## src/rtl/pwm_multi_if.sv

```systemverilog
// Control and status bundle for pwm_multi: staging inputs toward the block,
// PWM outputs and status back to the controller.
interface pwm_multi_if #(
  parameter int CH = 4,
  parameter int W  = 8
);
  logic            en;
  logic            load;
  logic [W-1:0]    period_in;
  logic [CH*W-1:0] duty_in;
  logic            mode_in;
  logic            sweep_in;
  logic [CH-1:0]   dout;
  logic            cyc_start;
  logic            busy;

  modport master (
    output en, load, period_in, duty_in, mode_in, sweep_in,
    input  dout, cyc_start, busy
  );

  modport slave (
    input  en, load, period_in, duty_in, mode_in, sweep_in,
    output dout, cyc_start, busy
  );
endinterface

```

## src/rtl/pwm_multi.sv

```systemverilog
// Multi-channel PWM with one shared period counter, double-buffered period/duty/mode,
// edge- or center-aligned counting and an optional per-period duty sweep.
module pwm_multi #(
  parameter int CH         = 4,
  parameter int W          = 8,
  parameter int DEF_PERIOD = 100,
  parameter int STEP       = 5
) (
  input  logic       clk,
  input  logic       rst,
  pwm_multi_if.slave bus
);

  logic [W-1:0]  r_cnt;
  logic          r_dir;
  logic [W-1:0]  r_per;
  logic [W-1:0]  r_duty [CH];
  logic          r_mode;
  logic          r_sweep;
  logic [W-1:0]  r_stg_per;
  logic [W-1:0]  r_stg_duty [CH];
  logic          r_stg_mode;
  logic          r_stg_sweep;
  logic          r_busy;
  logic          r_cyc;
  logic [CH-1:0] r_dout;

  logic          w_bound;
  logic          w_apply;
  logic [W-1:0]  w_per;
  logic          w_mode;
  logic          w_sweep;
  logic          w_degen;
  logic          w_last;
  logic [W-1:0]  w_duty [CH];
  logic [CH-1:0] w_dout_nxt;
  logic [W-1:0]  w_cnt_nxt;
  logic          w_dir_nxt;

  // Sweep step in W+1 bits so the wrap test against the period cannot overflow.
  function automatic logic [W-1:0] sweep_step(input logic [W-1:0] d,
                                              input logic [W-1:0] p);
    logic [W:0] s;
    s = {1'b0, d} + (W+1)'(STEP);
    return (s > {1'b0, p}) ? '0 : s[W-1:0];
  endfunction

  // Values in force for this cycle: staged values take over at a boundary, or at once while disabled.
  always_comb begin
    w_bound = bus.en && (r_cnt == '0);
    w_apply = r_busy && (w_bound || !bus.en);
    w_per   = w_apply ? r_stg_per   : r_per;
    w_mode  = w_apply ? r_stg_mode  : r_mode;
    w_sweep = w_apply ? r_stg_sweep : r_sweep;
    w_degen = (w_per < W'(2));
    w_last  = (r_cnt >= w_per - W'(1));
    for (int i = 0; i < CH; i++) begin
      if (w_apply)
        w_duty[i] = r_stg_duty[i];
      else if (w_bound && r_sweep)
        w_duty[i] = sweep_step(r_duty[i], r_per);
      else
        w_duty[i] = r_duty[i];
      w_dout_nxt[i] = bus.en && !w_degen && (r_cnt < w_duty[i]);
    end
  end

  // Counter: r_dir=1 only on the falling half of a center-aligned period, so it is always up at cnt==0.
  always_comb begin
    w_cnt_nxt = '0;
    w_dir_nxt = 1'b0;
    if (bus.en && !w_degen) begin
      if (!w_mode) begin
        w_cnt_nxt = w_last ? '0 : r_cnt + W'(1);
      end else if (!r_dir && !w_last) begin
        w_cnt_nxt = r_cnt + W'(1);
      end else begin
        w_cnt_nxt = r_cnt - W'(1);
        w_dir_nxt = (r_cnt != W'(1));
      end
    end
  end

  always_ff @(posedge clk) begin
    if (rst) begin
      r_cnt   <= '0;
      r_dir   <= 1'b0;
      r_dout  <= '0;
      r_cyc   <= 1'b0;
      r_busy  <= 1'b0;
      r_per   <= W'(DEF_PERIOD);
      r_mode  <= 1'b0;
      r_sweep <= 1'b0;
      for (int i = 0; i < CH; i++) r_duty[i] <= '0;
    end else begin
      r_cnt   <= w_cnt_nxt;
      r_dir   <= w_dir_nxt;
      r_dout  <= w_dout_nxt;
      r_cyc   <= w_bound;
      r_busy  <= bus.load || (r_busy && !w_apply);
      r_per   <= w_per;
      r_mode  <= w_mode;
      r_sweep <= w_sweep;
      for (int i = 0; i < CH; i++) r_duty[i] <= w_duty[i];
    end
  end

  // Staging holds data only; r_busy says whether it is meaningful.
  always_ff @(posedge clk) begin
    if (bus.load) begin
      r_stg_per   <= bus.period_in;
      r_stg_mode  <= bus.mode_in;
      r_stg_sweep <= bus.sweep_in;
      for (int i = 0; i < CH; i++) r_stg_duty[i] <= bus.duty_in[i*W +: W];
    end
  end

  assign bus.dout      = r_dout;
  assign bus.cyc_start = r_cyc;
  assign bus.busy      = r_busy;

endmodule

```

## src/flat_wrapper.sv

```systemverilog
// flat-port wrapper written by rule: the top's interface ports become plain ports
module pwm_multi_flat 
#(
  parameter int CH         = 4,
  parameter int W          = 8,
  parameter int DEF_PERIOD = 100,
  parameter int STEP       = 5
)
  (clk, rst, bus_en, bus_load, bus_period_in, bus_duty_in, bus_mode_in, bus_sweep_in, bus_dout, bus_cyc_start, bus_busy);
  pwm_multi_if #(.CH(CH), .W(W)) bus_i ();
  input  logic clk;
  input  logic rst;
  input wire logic [$bits(bus_i.en)-1:0] bus_en;
  input wire logic [$bits(bus_i.load)-1:0] bus_load;
  input wire logic [$bits(bus_i.period_in)-1:0] bus_period_in;
  input wire logic [$bits(bus_i.duty_in)-1:0] bus_duty_in;
  input wire logic [$bits(bus_i.mode_in)-1:0] bus_mode_in;
  input wire logic [$bits(bus_i.sweep_in)-1:0] bus_sweep_in;
  output wire logic [$bits(bus_i.dout)-1:0] bus_dout;
  output wire logic [$bits(bus_i.cyc_start)-1:0] bus_cyc_start;
  output wire logic [$bits(bus_i.busy)-1:0] bus_busy;
  assign bus_i.en = bus_en;
  assign bus_i.load = bus_load;
  assign bus_i.period_in = bus_period_in;
  assign bus_i.duty_in = bus_duty_in;
  assign bus_i.mode_in = bus_mode_in;
  assign bus_i.sweep_in = bus_sweep_in;
  assign bus_dout = bus_i.dout;
  assign bus_cyc_start = bus_i.cyc_start;
  assign bus_busy = bus_i.busy;
  pwm_multi #(.CH(CH), .W(W), .DEF_PERIOD(DEF_PERIOD), .STEP(STEP)) u_core (.clk(clk), .rst(rst), .bus(bus_i));
endmodule
```

## config.mk

```make
export PLATFORM = sky130hd
export DESIGN_NAME = pwm_multi_flat
export DESIGN_NICKNAME = d
export VERILOG_FILES = /design/src/rtl/pwm_multi_if.sv /design/src/rtl/pwm_multi.sv /design/src/flat_wrapper.sv
export SDC_FILE = /design/constraint.sdc
export NUM_CORES = 1
export LEC_CHECK = 0
export BUFFER_PORTS_ARGS = -buffer_cell sky130_fd_sc_hd__buf_2
export CAP_MARGIN = 15
export CORE_UTILIZATION = 48
export DETAILED_ROUTE_END_ITERATION = 6
export GPL_TIMING_DRIVEN = 0
export PLACE_DENSITY_LB_ADDON = 0.08
export SLEW_MARGIN = 20
export SYNTH_ARGS = -nofsm -noshare
export SYNTH_HDL_FRONTEND = slang
export SYNTH_SLANG_ARGS = --single-unit
export TNS_END_PERCENT = 10
```

## constraint.sdc

```tcl
create_clock -name clk -period 11.6 [get_ports clk]
set_input_delay 1.74 -clock clk [delete_from_list [all_inputs] [get_ports clk]]
set_output_delay 1.74 -clock clk [all_outputs]
set_load 0.03 [all_outputs]
```

# Word-level counts from Yosys, hierarchy flattened
# Memories as Yosys holds them, arrays and structs flattened.
# Cells that the tools add are included.
# totals
memories,2
ff_bits,35
in_bits,46
ram_bits,64
# mem_list
memory,words,word_bits,rd,rd_ports_with_merged_regs,write_ports,line_no,source
u_core.r_duty,4,8,4,0,4,pwm_multi.sv:17,logic [W-1:0] r_duty [CH];
u_core.r_stg_duty,4,8,4,0,4,pwm_multi.sv:21,logic [W-1:0] r_stg_duty [CH];
# op_classes
reduce_logical,20
n_eq_ne,1
order_cmp,10
bitwise,6
addsub,7
n_mux,26
# op_table
op,n
two-way mux 8 bit,20
adder 8 x 3 -> 9 bit (second input constant),4
greater-than comparator 9 x 8 -> 1 bit,4
< comparator 8 bit,4
subtractor 8 x 1 -> 8 bit (second input constant),2
logical AND 1 bit,10
adder 8 x 1 -> 8 bit (second input constant),1
>= comparator 8 bit,1
logical NOT 8 bit,1
< comparator 8 x 2 -> 1 bit (second input constant),1
!= test 8 x 1 -> 1 bit (second input constant),1
two-way mux 1 bit,6
logical NOT 1 bit,5
bitwise OR 1 bit,4
OR reduction 4 bit,1
logical OR 1 bit,2
inverter 1 bit,2
OR reduction 2 bit,1

# Logic depth before layout (Yosys ltp)
# Gate-level depths: netlist of run 1.
# depth
depth_word,11
depth_mapped,22
mapped_depth_nobuf,18

# Least setup slack after synthesis of run 1
# Ideal clock, no wire load.
# synth_path
path_type,input port to flip-flop
startpoint,input bus_en
endpoint,register u_core.r_cnt[5]
arrival_ns,5.003
setup_ns,0.060
slack_ns,6.537
path_stages,19
path_cell_list,nor2b_1 a21o_2 buf_2 buf_2 mux2i_1 ha_1 inv_1 a2111oi_0 xnor2_1 nor2_1 a21oi_1 ha_1 nor3_1 o21ai_0 a41oi_1 o22ai_1 buf_2 o221ai_1 o311a_1
# synth_between
elab_chain_len,10
elab_cells_between_ends,18
classes_between,1 x add/sub; 2 x order compare; 5 x mux; 1 x bitwise; 9 x reduce/logical
# synth_lines
element,line_no,source
"start, declared",flat_wrapper.sv:13,input wire logic [$bits(bus_i.en)-1:0] bus_en;
logical AND 1 bit or logical NOT 1 bit (tied branches),"pwm_multi.sv:50, pwm_multi.sv:51",
logical OR 1 bit,pwm_multi.sv:51,w_apply = r_busy && (w_bound || !bus.en);
logical AND 1 bit,pwm_multi.sv:51,
two-way mux 8 bit,pwm_multi.sv:52,w_per = w_apply ? r_stg_per : r_per;
subtractor 8 x 1 -> 8 bit,pwm_multi.sv:56,w_last = (r_cnt >= w_per - W'(1));
>= comparator 8 bit,pwm_multi.sv:56,
logical NOT 1 bit,pwm_multi.sv:75,end else if (!r_dir && !w_last) begin
logical AND 1 bit,pwm_multi.sv:75,
two-way mux 8 bit,pwm_multi.sv:75,
two-way mux 8 bit,pwm_multi.sv:73,if (!w_mode) begin
"end signal, assigned",pwm_multi.sv:96,r_cnt <= w_cnt_nxt;
"end, declared",pwm_multi.sv:14,logic [W-1:0] r_cnt;
# Parallel ways exist; a longest one is shown, timed or not.
# A chain may end at the register's enable or synchronous reset.

# Worst setup path after layout of run 1
# layout_path
startpoint,input bus_en
endpoint,register u_core.r_cnt[2]
# Same word-level chain as after synthesis.

==> impl_metrics.ini, run 1 <==
[global_routing]
overflow = 0
grt_use_total = 0.2838
grt_max_degree = 44
grt_pass1_wl_mm = 30.16
grt_pass1_vias = 5679
antenna_found_initial = 0

[timing]
period_share = 0.4926
finalSetupTns_ns = 0
worst_pin_slew_ns = 1.074
fin_crit_ns = 5.714
fin_skew_ns = 0.01074
setup_ws_ns = 5.886
maxSlewViolCount = 0
slew_headroom = 0.2837
hold_viol = 0
finalSetupViolations = 0
fmax_mhz = 175.0
rsz0062_at_grt = no

[place]
finalWeightedCongestion = 0.9465
postPlaceCellArea_um2 = 7101
place_ws_ns = 5.630
portBuffers = 51
hpwlAfterDp_mm = 14.35

[cts]
cts-resized-gates = 0
cts_max_path_buffers = 2
cts.sinks = 99
htree_levels = 3
cts_setup_buffers = 0
cts_made_buffers = 9
postCtsHoldBufs = 0
clkLatencyLatePin_ns = 0.36
clk_pin_slew_worst_paths_ns = 0.07
cts_tree = built
cts_root_buf = clkbuf_16

[power_and_ir_drop]
power_leakage_nw = 3.221
total_power_uw = 992.5
powerDensity_nw_per_um2 = 134.2
ir_drop_mv = 0.09966

[drt]
ant_nets = 0
dr.pass1.iters = 5
vias_per_cell = 6.141
drcViolationCount = 0
drt_iter0_drc = 521
wl_per_cell_um = 20.22
wl_mm = 19.93
routed-via-count = 6055

[synth]
synth_top_area_frac = 0.1904
synth_top_flop_cell = dfxtp_1
syn_inst = 742
syn-mean-instance-area_um2 = 8.929
ys_seq_area_frac = 0.3626
synth_top_cell_by_area = edfxtp_1
synthTopCellsByArea = edfxtp_1 19%, dfxtp_1 17%, ha_1 15%
syn-num-nets = 865
synth_edf_count = 42
yosys_warnings = 0
syn_area_um2 = 6625
synth.distinct_cells = 61
synth_commonest_cells = 77 x ha_1, 73 x nor2_1, 57 x dfxtp_1, 52 x nand2_1, 48 x a21oi_1
ys_seq_elements = 99
synth_most_common_cell = ha_1
synthArstFlopShare = 0

[floorplanning]
core-area_um2 = 13350
die_h_um = 119.5
die_w_um = 119.5
start_util = 0.4963
fp.dieArea_um2 = 14280
num_rows = 42
ios = 52

[run]
max_cap_viol_count = 0

[critical_path]
arrival_ns = 6.01
cp-startpoint = bus_en
cpPeakStageDelay_ns = 0.40
endpoint = u_core.r_cnt[2]$_SDFF_PP0_
reg2reg_from = u_core.r_cnt[0]$_SDFF_PP0_
path_buf_inv = 5
r2r_end = u_core.r_cnt[2]$_SDFF_PP0_
worst-path-stages = 20
crit_top_cell = buf_2
ff2ff_path_depth = 22
crit_family = compound AO/OA/AOI/OAI gates
crit_path_start_kind = primary input
ff2ff_setup_slack_ns = 6.06
end_kind = flop
path_max_fanout = 10
worstPathRequired_ns = 11.90
crit_slowest_cell = a2111oi_0
crit_type = in2reg
worstPathCellList = buf_2 > nor2b_1 > a21o_2 > buf_2 > buf_2 > mux2i_1 > ha_1 > inv_1 > a2111oi_0 > xnor2_1 > nor2_1 > a21oi_1 > ha_1 > nor3_1 > o21ai_0 > a41oi_1 > o22ai_1 > buf_2 > o221ai_1 > o211a_1

[layout]
utilization = 0.5541
nets = 927
stdcell_area_um2 = 7396
layout-drive-gt1-share = 0.1137
syn_to_final_growth_pct = 11.63

[min_path]
hold_class = reg2reg

[status]
outcome = completed
[sequential cells by signal (all words and copies together) (netlist names), 4 cells and up]
register,count
u_core.r_duty,32
u_core.r_stg_duty,32
u_core.r_cnt,8
u_core.r_per,8
u_core.r_stg_per,8
u_core.bus.dout,4
[tightest hold or removal path: stages (launching register included)]
cell     delay, ns
dfxtp_1       0.32
nand2_1       0.05
a21oi_1       0.05
[cell usage in the layout, fill, tap and decap left out, types with 12 or more instances in the layout]
master    synthesis  layout
nor2_1           73      73
inv_1            29      29
nand3_1          20      20
and3_1           12      12
o21ai_0          36      36
edfxtp_1         42      42
a31oi_1          17      17
a21o_1           18      18
nor3_1           35      35
a211oi_1         20      20
nand2_1          52      52
a21oi_1          48      48
buf_2             6      57
clkbuf_1         26      27
ha_1             77      77
dfxtp_1          57      57
xnor2_1          23      23
[how the worst min path moves through the flow]
| stage | start | end | slack, ns | cells past startpoint |
|---|---|---|---|---|
| 5_1_grt | u_core.r_sweep$_SDFFE_PP0P_ | u_core.r_sweep$_SDFFE_PP0P_ | 0.50 | 2 |
| 3_5_place_dp | u_core.r_sweep$_SDFFE_PP0P_ | u_core.r_sweep$_SDFFE_PP0P_ | 0.46 | 2 |
| 4_1_cts | u_core.r_sweep$_SDFFE_PP0P_ | u_core.r_sweep$_SDFFE_PP0P_ | 0.46 | 2 |
| 6_report | u_core.r_sweep$_SDFFE_PP0P_ | u_core.r_sweep$_SDFFE_PP0P_ | 0.46 | 2 |
| 2_1_floorplan | u_core.r_sweep$_SDFFE_PP0P_ | u_core.r_sweep$_SDFFE_PP0P_ | 0.44 | 2 |
| 3_3_place_gp | u_core.r_sweep$_SDFFE_PP0P_ | u_core.r_sweep$_SDFFE_PP0P_ | 0.45 | 2 |
[routing by layer]
metal	share of wire	vias up	global-route usage
li1	-	2897	-
met1	0.43	2843	0.3698
met2	0.45	266	0.4411
met3	0.085	49	0.07567
met4	0.034	0	0.1219
met5	0	-	0
[report_power, final]
part | total [mW] | switching (mW) | internal, mW
Sequential | 0.421 | 0.0272 | 0.394
Clock | 0.298 | 0.131 | 0.167
Combinational | 0.273 | 0.167 | 0.106
[layout make-up]
class	count	area, um^2
Tap cell	176	220.2
Inverter	29	108.9
Fill cell	1278	5952
Clock inverter	6	63.81
Timing Repair Buffer	51	255.2
Sequential cell	99	2402
Clock buffer	10	229.0
Multi-Input combinational cell	578	3956
Antenna cell	1	2.502
Buffer	36	157.7
[kinds of logic (layout without fill, tap and decap cells)]
logic type / count (synthesis) / count (layout) / synth area share
DFF: 99 / 99 / 0.3626
adders and majority gates: 77 / 77 / 0.1454
and+or+nand+nor: 251 / 251 / 0.1860
muxes: 11 / 11 / 0.01756
xor gates and xnor gates: 34 / 34 / 0.04495
buffers and inverters: 65 / 132 / 0.04023
AOI/OAI and AO/OA: 205 / 205 / 0.2032
other: 0 / 1 / 0
[stage by stage]
stage	std cells	hold slack [ns]
2_1_floorplan	742	0.4357
3_3_place_gp	969	0.4524
3_5_place_dp	969	0.4560
4_1_cts	985	0.4640
5_1_grt	985	0.5030
6_report	986	0.4649
No activity file was read; power rests on OpenSTA's default activity.
==> run 2: changes to the inputs <==
==> constraint.sdc (replaced) <==
create_clock -name clk -period 5 [get_ports clk]
set_input_delay 0.75 -clock clk [delete_from_list [all_inputs] [get_ports clk]]
set_output_delay 0.75 -clock clk [all_outputs]
set_load 0.03 [all_outputs]
==> run 2 against run 1 <==
Sequential power rose by 130%. Global-route usage barely moved. Sequential share of layout area fell by 0.071 points. Largest cell class unchanged. Largest power group unchanged.
==> impl_metrics.ini, run 2 (synthesis results as in run 1) <==
[status]
outcome = completed

[cts]
cts_root_buf = clkbuf_16
cts.sinks = 99
cts_tree = built
postCtsHoldBufs = 0
cts_max_path_buffers = 2
cts_setup_buffers = 0
clk_pin_slew_worst_paths_ns = 0.07
clkLatencyLatePin_ns = 0.36
htree_levels = 3
cts-resized-gates = 4
cts_made_buffers = 9

[global_routing]
grt_use_total = 0.2840
grt_max_degree = 44
overflow = 0
antenna_found_initial = 0
grt_pass1_wl_mm = 30.20
grt_pass1_vias = 5698

[critical_path]
crit_slowest_cell = nand4_1
path_buf_inv = 3
cp-startpoint = u_core.r_cnt[5]$_SDFF_PP0_
end_kind = flop
path_max_fanout = 10
crit_family = compound AO/OA/AOI/OAI gates
cpPeakStageDelay_ns = 0.53
worstPathRequired_ns = 5.23
ff2ff_setup_slack_ns = 0.24
arrival_ns = 4.99
worstPathCellList = buf_6 > nor4_4 > nand4_1 > clkbuf_1 > clkbuf_1 > a211oi_1 > o22ai_1 > ha_1 > a21o_1 > a21o_1 > a221o_1 > nor3_1 > nand2_1 > o31ai_1
crit_type = reg2reg
reg2reg_from = u_core.r_cnt[5]$_SDFF_PP0_
crit_path_start_kind = flop

[drt]
dr.pass1.iters = 5
drcViolationCount = 0
ant_nets = 0
wl_mm = 19.98
routed-via-count = 6080
drt_iter0_drc = 528
wl_per_cell_um = 20.31
vias_per_cell = 6.179

[layout]
layout-drive-gt1-share = 0.1188
syn_to_final_growth_pct = 11.94
utilization = 0.5556
layout.cells.non_filler = 984
final_common_cell = ha_1
stdcell_area_um2 = 7416
antennaDiodeCount = 0
mostFrequentLayoutCells = 77 x ha_1, 73 x nor2_1, 56 x dfxtp_1
top_regs = u_core.r_duty: 32 flops, u_core.r_stg_duty: 32 flops
nets = 926
num-fill-cells = 1278

[timing]
fin_skew_ns = 0.01221
rsz0062_at_grt = yes
finalSetupTns_ns = 0
fmax_mhz = 210.2
fin_crit_ns = 4.758
slew_headroom = 0.2784
hold_viol = 0
maxSlewViolCount = 0
finalSetupViolations = 0
worst_pin_slew_ns = 1.082
period_share = 0.9516

[power_and_ir_drop]
ir_drop_mv = 0.2299
powerDensity_nw_per_um2 = 311.4
total_power_mw = 2.310
power_leakage_nw = 3.222

[min_path]
hp-start = u_core.r_sweep$_SDFFE_PP0P_
hold_class = reg2reg

[floorplanning]
die_w_um = 119.5
start_util = 0.4963
ios = 52
fp.dieArea_um2 = 14280
num_rows = 42
core-area_um2 = 13350
die_h_um = 119.5

[place]
portBuffers = 51
postPlaceCellArea_um2 = 7101
dp_cells = 969
hpwlAfterDp_mm = 14.35
finalWeightedCongestion = 0.9465

[run]
max_cap_viol_count = 0
run 2: cell count changes in the layout (fill, tap and decap cells not counted), sizes merged:
| cell | delta |
|---|---|
| buf | -1 |
| diode | -1 |
run 2: tightest hold or removal path: cells and delay by family, from the launching register on:
| family | cells | cell delay [ns] |
|---|---|---|
| AO/OA/AOI/OAI | 1 | 0.05 |
| flip-flops | 1 | 0.32 |
| AND/OR/NAND/NOR | 1 | 0.05 |
run 2: through the flow:
step / hold slack (ns) / setup WS (ns)
2_1_floorplan: 0.4357 / 0.6543
3_3_place_gp: 0.4524 / -0.3073
3_5_place_dp: 0.4560 / -0.3839
4_1_cts: 0.4640 / 0.01310
5_1_grt: 0.5030 / -0.05415
6_report: 0.4661 / 0.2422
run 2: where the power goes:
group,internal (mW),switching [mW],leakage [nW]
sequential,0.915,0.0635,0.881
combinational,0.248,0.389,2.20
clock,0.388,0.307,0.140
run 2: per-layer routing:
| layer | share of wire | vias up | wire length, um | global-route usage |
|---|---|---|---|---|
| met5 | 0 | - | 0 | 0 |
| met4 | 0.034 | 0 | 684 | 0.1227 |
| met3 | 0.093 | 46 | 1853 | 0.07711 |
| met2 | 0.44 | 290 | 8878 | 0.4415 |
| met1 | 0.43 | 2856 | 8566 | 0.3689 |
| li1 | - | 2888 | - | - |
run 2: layout make-up:
type	instances	area, um^2	area share
inverters	29	108.9	0.01468
flip-flops and latches	99	2404	0.3241
clock inverters	6	63.81	0.008605
repair buffers	51	255.2	0.03442
clock buffers	10	229.0	0.03088
well taps	176	220.2	0.02969
plain buffers	35	158.9	0.02143
multi-input cells	578	3976	0.5362
run 2: final timing paths:
check,endpoint,depth (start not counted)
setup / recovery,u_core.bus.dout[3]$_SDFF_PP0_,14
hold reg to reg,u_core.r_sweep$_SDFFE_PP0P_,2
hold / removal,u_core.r_sweep$_SDFFE_PP0P_,2
setup reg to reg,u_core.bus.dout[3]$_SDFF_PP0_,14
==> run 3: changes to the inputs <==
--- a/config.mk
+++ b/config.mk
@@ -7,9 +7,10 @@
 export LEC_CHECK = 0
 export BUFFER_PORTS_ARGS = -buffer_cell sky130_fd_sc_hd__buf_2
 export CAP_MARGIN = 15
-export CORE_UTILIZATION = 48
+export CORE_UTILIZATION = 54
 export DETAILED_ROUTE_END_ITERATION = 6
 export GPL_TIMING_DRIVEN = 0
+export MAX_ROUTING_LAYER = met4
 export PLACE_DENSITY_LB_ADDON = 0.08
 export SLEW_MARGIN = 20
 export SYNTH_ARGS = -nofsm -noshare
==> run 3 against run 2 <==
Clock power increased by 7.2%. Final cell count decreased by 2.9%. Clock-buffer cell count is 1 lower. Via count increased by 2.6%. Clock skew fell by 0.0060 ns. Utilization rose by 6.4 points. Largest cell class unchanged.
==> impl_metrics.ini, run 3 (synthesis results as in run 1) <==
[global_routing]
grt_use_total = 0.3344
grtUsageMet1 = 0.4071
grt_pass1_wl_mm = 30.88
grt_max_degree = 44
overflow = 0
grt_most_used_layer = met2
grtUsageMet2 = 0.5247
grt_pass1_vias = 5928
antenna_found_initial = 0
groute.layer.met3.usage = 0.08141

[timing]
maxSlewViolCount = 0
worst_pin_slew_ns = 1.029
fmax_mhz = 212.0
finalSetupViolations = 0
slew_headroom = 0.3139
period_share = 0.9436
rsz0062_at_grt = yes
fin_crit_ns = 4.718
fin_skew_ns = 0.006178
hold_viol = 0
holdWs_ns = 0.4643

[cts]
cts.sinks = 99
cts_max_path_buffers = 2
postCtsHoldBufs = 0
cts_root_buf = clkbuf_16
clkLatencyLatePin_ns = 0.36
htree_levels = 3
cts_tree = built
cts_made_buffers = 9
clk_pin_slew_worst_paths_ns = 0.07

[power_and_ir_drop]
ir_drop_mv = 0.3849
power_leakage_nw = 3.239
powerDensity_nw_per_um2 = 318.9

[floorplanning]
die_h_um = 112.8
ios = 52
num_rows = 40
start_util = 0.5539
die_w_um = 112.8
fp.dieArea_um2 = 12720
core-area_um2 = 11960

[drt]
vias_per_cell = 6.534
routed-via-count = 6240
dr.pass1.iters = 6
wl_per_cell_um = 20.83
drcViolationCount = 0
ant_nets = 0
wl_mm = 19.90
drt_iter0_drc = 567

[layout]
stdcell_area_um2 = 7408
antennaDiodeCount = 0
final_common_cell = ha_1
layout.cells.non_filler = 955
mostFrequentLayoutCells = 76 x ha_1, 73 x nor2_1, 56 x dfxtp_1
nets = 926
syn_to_final_growth_pct = 11.82
num-fill-cells = 1034
top_regs = u_core.r_duty: 32 flops, u_core.r_stg_duty: 32 flops
layout-drive-gt1-share = 0.1225

[critical_path]
crit_slowest_cell = a21oi_1
arrival_ns = 4.97
path_max_fanout = 6
worstPathRequired_ns = 5.25
crit_path_start_kind = flop
end_kind = flop
ff2ff_path_depth = 18
crit_type = reg2reg
cpPeakStageDelay_ns = 0.42
worstPathCellList = a21oi_1 > nor2_1 > and3_1 > xor2_1 > ha_1 > and3_1 > a211oi_1 > a31oi_1 > a21oi_1 > a31oi_1 > or2_2 > ha_1 > a21o_1 > a21o_1 > a221o_1 > nor3_1 > nand2_1 > o31ai_1

[place]
finalWeightedCongestion = 0.9331
postPlaceCellArea_um2 = 7064
portBuffers = 51
hpwlAfterDp_mm = 14.29
dp_cells = 940

[min_path]
hold_class = reg2reg
holdPathStages = 2

[run]
max_cap_viol_count = 0

[status]
outcome = completed
-- run 3: stage by stage --
stage	power [mW]	utilization	TNS (ns)	setup slack [ns]
4_1_cts	2.355	0.6173	0	0.03486
3_5_place_dp	1.615	0.5906	-2.656	-0.3809
2_1_floorplan	1.420	-	0	0.6543
3_3_place_gp	1.588	0.5906	-1.759	-0.2579
5_1_grt	2.480	0.6194	-0.01859	-0.01161
6_report	2.363	0.6194	0	0.2821
-- run 3: report_power, final --
group | switching, mW | internal, mW | total [mW] | leakage [nW]
Clock | 0.343 | 0.402 | 0.745 | 0.156
Sequential | 0.0631 | 0.914 | 0.977 | 0.881
Combinational | 0.392 | 0.250 | 0.641 | 2.20
-- run 3: layer usage --
layer	wire, um	vias to the layer above
li1	-	2891
met1	8180	2976
met2	9025	316
met3	1903	57
met4	786	0
met5	0	-
-- run 3: layout make-up --
cell class,instances,area [um^2],area share
Multi-Input combinational cell,578,3975,0.5366
Sequential cell,99,2404,0.3244
Timing Repair Buffer,51,255.2,0.03445
Clock buffer,9,225.2,0.03040
Tap cell,147,183.9,0.02483
Buffer,35,163.9,0.02212
Inverter,29,108.9,0.01469
Clock inverter,7,92.59,0.01250
-- run 3: final timing paths --
kind | from | end | slack (ns)
worst max-delay path | u_core.r_duty[3][0]$_SDFF_PP0_ | u_core.bus.dout[3]$_SDFF_PP0_ | 0.28
worst min-delay path | u_core.r_sweep$_SDFFE_PP0P_ | u_core.r_sweep$_SDFFE_PP0P_ | 0.46
worst min register to register | u_core.r_sweep$_SDFFE_PP0P_ | u_core.r_sweep$_SDFFE_PP0P_ | 0.46
worst max register to register | u_core.r_duty[3][0]$_SDFF_PP0_ | u_core.bus.dout[3]$_SDFF_PP0_ | 0.28
-- run 3: critical path: cells and delay by family, from the launching register on --
family / cells / cell delay (ns)
and+or+nand+nor: 6 / 1.15
AOI/OAI and AO/OA: 9 / 2.26
DFF: 1 / 0.36
xor gates and xnor gates: 1 / 0.20
adders and majority gates: 2 / 0.61
-- run 3: what timing repair did --
item,in CTS,in global routing
resized for setup,4,9
buffers inserted,0,0
endpoints found under the setup margin,9,9
